[config.mk]
export PLATFORM = sky130hd
export DESIGN_NAME = fm_op_sequencer
export DESIGN_NICKNAME = d
export VERILOG_FILES = /design/src/rtl/fm_synth_pkg.sv /design/src/rtl/phase_acc_bank.sv /design/src/rtl/fm_op_sequencer.sv
export SDC_FILE = /design/constraint.sdc
export NUM_CORES = 2
export LEC_CHECK = 0
export CAP_MARGIN = 20
export CORE_AREA = 2 2 437 439
export CTS_BUF_LIST = sky130_fd_sc_hd__clkbuf_4
export CTS_CLUSTER_SIZE = 28
export DETAILED_ROUTE_END_ITERATION = 16
export DIE_AREA = 0 0 439 441
export PLACE_DENSITY_LB_ADDON = 0.12
export SYNTH_ARGS = -nofsm -noshare
export SYNTH_HDL_FRONTEND = slang
export SYNTH_HIERARCHICAL = 1
export SYNTH_SLANG_ARGS = --single-unit
[constraint.sdc]
create_clock -name clk -period 8.7 [get_ports clk]
set_input_delay 0.87 -clock clk [delete_from_list [all_inputs] [get_ports clk]]
set_output_delay 0.87 -clock clk [all_outputs]
set_load 0.01 [all_outputs]
[src/rtl/fm_synth_pkg.sv]
// fm_synth_pkg: shared widths and FSM state encoding for the FM operator sequencer
package fm_synth_pkg;

    localparam int DEF_WI_OUT   = 2;
    localparam int DEF_WF_OUT   = 16;
    localparam int SAMPLE_W     = DEF_WI_OUT + DEF_WF_OUT;
    localparam int MOD_SCALAR_W = 8;

    typedef logic [1:0] state_t;

    localparam state_t S_IDLE    = 2'd0;
    localparam state_t S_ISSUE   = 2'd1;
    localparam state_t S_WAIT    = 2'd2;
    localparam state_t S_CAPTURE = 2'd3;

endpackage

[src/rtl/phase_acc_bank.sv]
// phase_acc_bank: one phase accumulator per (channel, operator); returns the phase before update
module phase_acc_bank #(
    parameter int DEPTH = 32,
    parameter int W     = 32,
    parameter int IW    = 5
) (
    input  logic          clk,
    input  logic          rst,
    input  logic [IW-1:0] idx_i,
    input  logic          add_en_i,
    input  logic          clr_i,
    input  logic [W-1:0]  inc_i,
    output logic [W-1:0]  phase_o
);

    logic [W-1:0] mem_q [DEPTH];

    assign phase_o = mem_q[idx_i];

    // accumulate with natural wrap, or hold the selected phase at zero when cleared
    always_ff @(posedge clk) begin
        if (rst) begin
            for (int i = 0; i < DEPTH; i++) mem_q[i] <= '0;
        end else if (add_en_i) begin
            mem_q[idx_i] <= clr_i ? '0 : mem_q[idx_i] + inc_i;
        end
    end

endmodule

[src/rtl/fm_op_sequencer.sv]
// fm_op_sequencer: serial N-operator FM chain over all voices through one shared LUT; FM_OP_FEEDBACK_EN adds op0 self-feedback
module fm_op_sequencer
    import fm_synth_pkg::*;
#(
    parameter int NUM_CHANNELS  = 16,
    parameter int NUM_OPS       = 2,
    parameter int NUM_BITS      = 32,
    parameter int WI_OUT        = DEF_WI_OUT,
    parameter int WF_OUT        = DEF_WF_OUT,
    parameter int LUT_ADDR_BITS = 15,
    parameter int LATENCY       = 3,
    parameter int MOD_SHIFT     = 6
) (
    input  logic                                     clk,
    input  logic                                     rst,
    input  logic                                     frame_start,
    input  logic [NUM_CHANNELS-1:0]                  note_on,
    input  logic [NUM_CHANNELS*NUM_OPS*NUM_BITS-1:0] tuning_in,
    input  logic [NUM_OPS*MOD_SCALAR_W-1:0]          mod_scalar,
    output logic [LUT_ADDR_BITS-1:0]                 lut_addr,
    input  logic [WI_OUT+WF_OUT-1:0]                 lut_data,
    output logic [WI_OUT+WF_OUT-1:0]                 sample_out,
    output logic [$clog2(NUM_CHANNELS)-1:0]          sample_chan,
    output logic                                     sample_valid,
    output logic                                     busy,
    output logic                                     frame_overrun
);

    localparam int SW = WI_OUT + WF_OUT;
    localparam int CW = NUM_CHANNELS > 1 ? $clog2(NUM_CHANNELS) : 1;
    localparam int OW = NUM_OPS > 1 ? $clog2(NUM_OPS) : 1;
    localparam int NV = NUM_CHANNELS * NUM_OPS;
    localparam int IW = NV > 1 ? $clog2(NV) : 1;
    localparam int WW = LATENCY > 1 ? $clog2(LATENCY) : 1;

    state_t                   state_q, state_d;
    logic [CW-1:0]            chan_q, chan_d;
    logic [OW-1:0]            op_q, op_d;
    logic [WW-1:0]            wcnt_q, wcnt_d;
    logic [SW-1:0]            prev_q, prev_d;
    logic [LUT_ADDR_BITS-1:0] addr_q, addr_d;
    logic [SW-1:0]            sout_q, sout_d;
    logic [CW-1:0]            schan_q, schan_d;
    logic                     svld_q, svld_d;
    logic                     ovr_q, ovr_d;

    logic                     issue, cap, last_op, last_chan, gate;
    logic [IW-1:0]            idx;
    logic [NUM_BITS-1:0]      phase, tuning, src_ext, ms_ext, offset, sum;
    logic [SW-1:0]            src;
    logic [MOD_SCALAR_W-1:0]  ms;

    assign issue     = state_q == S_ISSUE;
    assign cap       = state_q == S_CAPTURE;
    assign last_op   = op_q == OW'(NUM_OPS - 1);
    assign last_chan = chan_q == CW'(NUM_CHANNELS - 1);
    assign gate      = note_on[chan_q];
    assign idx       = IW'(chan_q) * IW'(NUM_OPS) + IW'(op_q);
    assign tuning    = tuning_in[idx*NUM_BITS +: NUM_BITS];
    assign ms        = mod_scalar[op_q*MOD_SCALAR_W +: MOD_SCALAR_W];

`ifdef FM_OP_FEEDBACK_EN
    logic [SW-1:0] fb_q [NUM_CHANNELS];
    logic [SW-1:0] fb_d [NUM_CHANNELS];

    assign src = (op_q == '0) ? fb_q[chan_q] : prev_q;

    // op0 output is remembered per voice; a silent voice keeps no feedback history
    always_comb begin
        for (int c = 0; c < NUM_CHANNELS; c++)
            fb_d[c] = !note_on[c] ? '0 : (cap && op_q == '0 && chan_q == CW'(c)) ? lut_data : fb_q[c];
    end

    // feedback storage
    always_ff @(posedge clk) begin
        for (int c = 0; c < NUM_CHANNELS; c++) fb_q[c] <= rst ? '0 : fb_d[c];
    end
`else
    assign src = (op_q == '0) ? '0 : prev_q;
`endif

    // previous operator output, sign-extended, scaled by depth and aligned to phase
    assign src_ext = {{(NUM_BITS-SW){src[SW-1]}}, src};
    assign ms_ext  = {{(NUM_BITS-MOD_SCALAR_W){1'b0}}, ms};
    assign offset  = (src_ext * ms_ext) << MOD_SHIFT;
    assign sum     = phase + offset;

    assign addr_d  = issue ? sum[NUM_BITS-1 -: LUT_ADDR_BITS] : addr_q;
    assign prev_d  = (issue && op_q == '0) ? '0 : cap ? lut_data : prev_q;
    assign sout_d  = (cap && last_op) ? (gate ? lut_data : '0) : sout_q;
    assign schan_d = (cap && last_op) ? chan_q : schan_q;
    assign svld_d  = cap && last_op;
    assign ovr_d   = ovr_q | (frame_start && state_q != S_IDLE);

    phase_acc_bank #(
        .DEPTH (NV),
        .W     (NUM_BITS),
        .IW    (IW)
    ) u_bank (
        .clk      (clk),
        .rst      (rst),
        .idx_i    (idx),
        .add_en_i (issue),
        .clr_i    (!gate),
        .inc_i    (tuning),
        .phase_o  (phase)
    );

    // frame walker: op inner, channel outer, LATENCY+1 cycles per operator
    always_comb begin
        state_d = state_q;
        chan_d  = chan_q;
        op_d    = op_q;
        wcnt_d  = wcnt_q;
        case (state_q)
            S_IDLE:  state_d = frame_start ? S_ISSUE : S_IDLE;
            S_ISSUE: begin
                state_d = (LATENCY > 1) ? S_WAIT : S_CAPTURE;
                wcnt_d  = '0;
            end
            S_WAIT: begin
                state_d = (wcnt_q == WW'(LATENCY - 2)) ? S_CAPTURE : S_WAIT;
                wcnt_d  = wcnt_q + WW'(1);
            end
            default: begin
                state_d = (last_op && last_chan) ? S_IDLE : S_ISSUE;
                op_d    = last_op ? '0 : op_q + OW'(1);
                chan_d  = last_op ? (last_chan ? '0 : chan_q + CW'(1)) : chan_q;
            end
        endcase
    end

    // sequencer and output registers
    always_ff @(posedge clk) begin
        if (rst) begin
            state_q <= S_IDLE;
            chan_q  <= '0;
            op_q    <= '0;
            wcnt_q  <= '0;
            prev_q  <= '0;
            addr_q  <= '0;
            sout_q  <= '0;
            schan_q <= '0;
            svld_q  <= 1'b0;
            ovr_q   <= 1'b0;
        end else begin
            state_q <= state_d;
            chan_q  <= chan_d;
            op_q    <= op_d;
            wcnt_q  <= wcnt_d;
            prev_q  <= prev_d;
            addr_q  <= addr_d;
            sout_q  <= sout_d;
            schan_q <= schan_d;
            svld_q  <= svld_d;
            ovr_q   <= ovr_d;
        end
    end

    assign lut_addr      = addr_q;
    assign sample_out    = sout_q;
    assign sample_chan   = schan_q;
    assign sample_valid  = svld_q;
    assign busy          = state_q != S_IDLE;
    assign frame_overrun = ovr_q;

endmodule

**Yosys cells after proc, flatten, opt, wreduce, memory -nomap -nowiden**

Memories as Yosys holds them, arrays and structs flattened.
Cells that the tools add are included.

- Output and inout port bits: 40
- Bits in registers: 66
- Memories kept: 1
- Logic and storage cells: 60
- Memory bits (writable): 1024
- Bits of input ports: 1077

Memories:

| memory | words | width | rd ports | clocked after Yosys merged registers in | write ports | line | source |
|---|---|---|---|---|---|---|---|
| u_bank.mem_q | 32 | 32 | 1 | 0 | 32 | phase_acc_bank.sv:16 | `logic [W-1:0] mem_q [DEPTH];` |

- Multiply operators: 1
- Equality and inequality tests: 5
- Shift operators: 2
- Reduce and logical (&&, ||, !) cells: 11
- Muxes and demuxes: 20
- Magnitude comparators: 1
- Bitwise operators: 3
- $add $sub $neg: 6

Operator list:

| cell | count |
|---|---|
| 1024-bit by 11-bit indexed part select with 32-bit output | 1 |
| 32-bit adder | 2 |
| 32-bit two-way mux | 2 |
| 18-bit two-way mux | 2 |
| 32-bit OR reduction | 1 |
| 18-bit by 9-bit multiplier with 26-bit output | 1 |
| 16-bit by 5-bit indexed part select with 8-bit output | 1 |
| 1-bit two-way mux | 11 |
| 2-bit case mux with 3 select lines | 1 |
| 5-bit by 1-bit adder with 5-bit output | 1 |
| 4-bit by 5-bit < comparator with 1-bit output, second input constant | 1 |
| 5-bit two-way mux | 1 |
| 4-bit by 1-bit adder with 4-bit output, second input constant | 1 |
| 1-bit binary-select mux with 4-bit select | 1 |
| 2-bit by 1-bit == test with 1-bit output, second input constant | 2 |
| 2-bit == test, second input constant | 2 |
| 4-bit == test, second input constant | 1 |
| 1-bit logical AND | 4 |
| 4-bit two-way mux | 1 |
| 2-bit case mux with 2 select lines | 1 |
| 2-bit nonzero test | 2 |
| 3-bit OR reduction | 1 |
| 2-bit by 1-bit adder with 2-bit output, second input constant | 1 |
| 2-bit zero test | 1 |
| 5 further kinds | 6 |

**Depth between registers and ports, before layout**

- Depth after elaboration: 6
- Mapped depth: 34

**Cells and area by module**

Netlist, hierarchy kept.

By module, submodules not included:

| module | area an instance (um2) | cells an instance | instances | sequential area each (um2) |
|---|---|---|---|---|
| phase_acc_bank | 45105.8 | 3144 | 1 | 30749.5 |
| fm_op_sequencer | 16513.3 | 1403 | 1 | 1321.3 |

**Worst setup path before layout**

OpenSTA, ideal clock, no wires.

- Path type: register to register
- Start: reg op_q (netlist: last_op)
- End: reg addr_q[13] (netlist: lut_addr[13])
- Data arrival time: 6918 ps
- Path slack: 1662 ps
- Stages on the path, launching flop included: 33
- Cell sequence: dfxtp_1 > buf_2 > buf_2 > clkbuf_1 > clkbuf_1 > clkbuf_1 > nand3_1 > fa_1 > fa_1 > inv_1 > fa_1 > inv_1 > fa_1 > inv_1 > ha_1 > and2_1 > a221oi_2 > a21boi_1 > o21ai_0 > nand2b_1 > a21boi_1 > o21bai_1 > a21oi_1 > xnor2_1 > ha_1 > buf_6 > a21o_1 > a211o_1 > a31oi_1 > o21ai_2 > a41oi_2 > mux2i_1 > o21ai_1

- Cells in the longest elaborated chain, start to end: 3

RTL lines:

| element | line | source |
|---|---|---|
| start, declared | fm_op_sequencer.sv:38 | `logic [OW-1:0] op_q, op_d;` |
| start signal, assigned | fm_op_sequencer.sv:149 | `op_q <= op_d;` |
| 16-bit by 5-bit indexed part select with 8-bit output (tied with other cells) | fm_op_sequencer.sv:60 | `assign ms = mod_scalar[op_q*MOD_SCALAR_W +: MOD_SCALAR_W];` |
| 18-bit by 9-bit multiplier with 26-bit output / memory 32 x 32 bit (equally long branches) | - |  |
| 32-bit adder * | fm_op_sequencer.sv:86 | `assign sum = phase + offset;` |
| end signal, assigned | fm_op_sequencer.sv:152 | `addr_q <= addr_d;` |
| end, declared | fm_op_sequencer.sv:41 | `logic [LUT_ADDR_BITS-1:0] addr_q, addr_d;` |

Mark *: on every way between the ends. The rest lies on a longest branch, timed or not.
A chain may end at the register's enable or synchronous reset.

**Worst setup path after layout**

- Start: reg op_q (netlist: last_op)
- End: reg addr_q[14] (netlist: lut_addr[14])

Same word-level chain as after synthesis.

==> impl_metrics.toml <==
[logic_synthesis]
synth_fp_nets = 5853
ys_ff_latch = 1090
ys_types = 78
ys_warn_count = 6
synth_area_um2 = 61600
seq_area_frac_synth = 0.520
synth_edf_count = 1024
synthCells = 4547
syn_area_per_cell_um2 = 13.6
synth_ff_type = "edfxtp_1"
async_reset_ff_frac = 0

[critical_path]
cp_max_fo = 50
start_kind = "flip-flop"
cp_common_cell = "fa_1"
critPathKind = "reg2reg"
slowest_stage = "dfxtp_4"
crit_buf_inv = 3
r2r_slack_ps = 1330
crit_arrival_ps = 8530
critical_path.top_delay_family = "adder cells"
crit_required_ps = 9870
max_stage_delay_ps = 720
cp-end-kind = "flip-flop"

[die]
die_h_um = 441
start_util = 0.326
core_area_um2 = 189000
dieWidth_um = 439
pin_count = 1117
die_area_um2 = 194000
core.rowCount = 160

[clock_network]
htree_levels = 5
clk_pin_slew_ps = 70
cts_tree = "done"
clock_latency_ps = 1320
cts_hold_buf = 0
cts_root_buf = "clkbuf_4"
cts_made_buffers = 312
cts-resized-gates = 0
clk_path_buf_depth = 4
post_cts_buffers = 0
cts_sinks = 1090

[sta]
grt_setup_unrepaired = "false"
slew_violations = 0
timing.setup.tns_ps = 0
clock.fmax_mhz = 136
period_share = 0.847
slew_headroom = 0.260
hold_violations = 0
setup_violations = 0
worst_slew_pin_slew_ps = 1110
fin_skew_ps = 149
period_needed_ps = 7370

[status]
status = "completed"

[min_path]
hp-class = "in2reg"

[pwr]
seq_power_share = 0.460
peakVddDrop_mv = 0.103
swShare = 0.282
internal-power_w = 0.00927
p_leak_nw = 28.6
combPwrFrac = 0.183
power_w = 0.0129
powerDensity_nw_per_um2 = 162
clkPwrFrac = 0.357
p_switching_w = 0.00365

[placed_design]
gp_congestion = 0.944
dp_hpwl_um = 237000
numPortBuffers = 1108

[drt]
detail_route.iter0.violations = 5397
vias = 47787
first_pass_iters = 6
wl_um = 307000
drcViolationCount = 0
wl_per_cell_um = 36.2
viasPerCell = 5.63
ant_nets = 0

[grt]
grt_max_degree = 84
grt_pass1_vias = 46555
antenna_found_initial = 112
grt_pass1_wl_um = 407000
grt_usage = 0.311
gr-total-overflow = 0

[finish]
area_delta_synth_final_pct = 29.5
nets = 7041
drive_above_1_share = 0.223

[job]
cap_violations = 0
==> kinds of logic after synthesis <==
logic type      Yosys count  share of synthesized area
flops                  1090                      0.520
compound gates          374                     0.0431
simple gates           1568                      0.108
buf+inv                 581                     0.0374
mux                     646                      0.223
xor+xnor                 59                    0.00839
fa+ha+maj               229                     0.0603
==> registers in the layout, indices dropped and copies added, names as in the netlist <==
register and count:
lut_addr 15, prev_q 18, sample_valid 1, u_bank/mem_q 1024, chan_q 4, sample_out 18
last_op 1, wcnt_q 2, sample_chan 4, state_q 2, frame_overrun 1
==> layer usage <==
metal / up-vias / GRT usage / part of all wire
met4: 12 / 0.0872 / 0.028
met3: 360 / 0.0567 / 0.078
met1: 25266 / 0.451 / 0.44
met2: 2431 / 0.477 / 0.45
met5: - / 0 / 0.00027
li1: 19718 / - / -
==> final timing paths <==
kind,startpoint,to,cells past startpoint
worst max-delay path,last_op,lut_addr[14],29
worst min register to register,sample_chan[1],sample_chan[1],2
worst max register to register,last_op,lut_addr[14],29
worst min-delay path,lut_data[5],sample_out[5],2
==> power groups by stage <==
stage	registers (W)	clock network, W	logic, W
after floorplan	0.00604	0	0.000965
after global placement	0.00605	0	0.00232
after detailed placement	0.00606	0	0.00233
after CTS	0.00595	0.00472	0.00234
after global routing	0.00596	0.00499	0.00244
final	0.00595	0.00461	0.00236
==> cells in the final DEF (no fill, tap or decap), types with 116 or more instances in the layout <==
cell	Yosys	layout
a22oi_1	126	126
buf_4	3	137
clkbuf_4	0	461
clkdlybuf4s50_1	0	1107
edfxtp_1	1024	1024
ha_1	116	116
inv_1	182	182
mux4_2	577	577
nand2_1	169	169
nor2_1	1073	1071
==> cell usage after synthesis, types with 36 or more instances <==
library cell / n / area, um2
ha_1: 116 / 1450
buf_1: 54 / 203
dfxtp_1: 66 / 1320
nand2b_1: 53 / 332
a22oi_1: 126 / 946
nand4_1: 49 / 307
fa_1: 113 / 2260
a21oi_1: 74 / 370
nand3_1: 41 / 205
nor3_1: 50 / 250
mux2i_1: 36 / 360
edfxtp_1: 1024 / 30700
mux4_2: 577 / 13000
and3_1: 80 / 500
inv_1: 182 / 683
buf_2: 47 / 235
o21ai_0: 37 / 185
nor2_1: 1073 / 4030
clkbuf_1: 287 / 1080
nand2_1: 169 / 634
==> cell type report <==
type | count | area [um2]
diodes | 53 | 133
well taps | 2511 | 3140
fillers | 17871 | 109000
repair buffers | 1272 | 12700
inverters | 183 | 687
clock buffers | 461 | 3460
flip-flops and latches | 1090 | 32100
clock inverters | 39 | 176
multi-input cells | 2876 | 27500
==> metrics by stage <==
stage | setup WS, ps | cell area, um2 | util | hold slack (ps) | std cells
after detailed placement | 639 | 76000 | 0.402 | 451 | 7930
final | 1330 | 79800 | 0.422 | 256 | 8485
after global placement | 718 | 76000 | 0.402 | 444 | 7930
after global routing | 751 | 79800 | 0.422 | 141 | 8463
after floorplan | 1660 | 61600 | - | 462 | 4547
after CTS | 1360 | 79600 | 0.421 | 125 | 8430
Power figures use the tool's default switching activity.
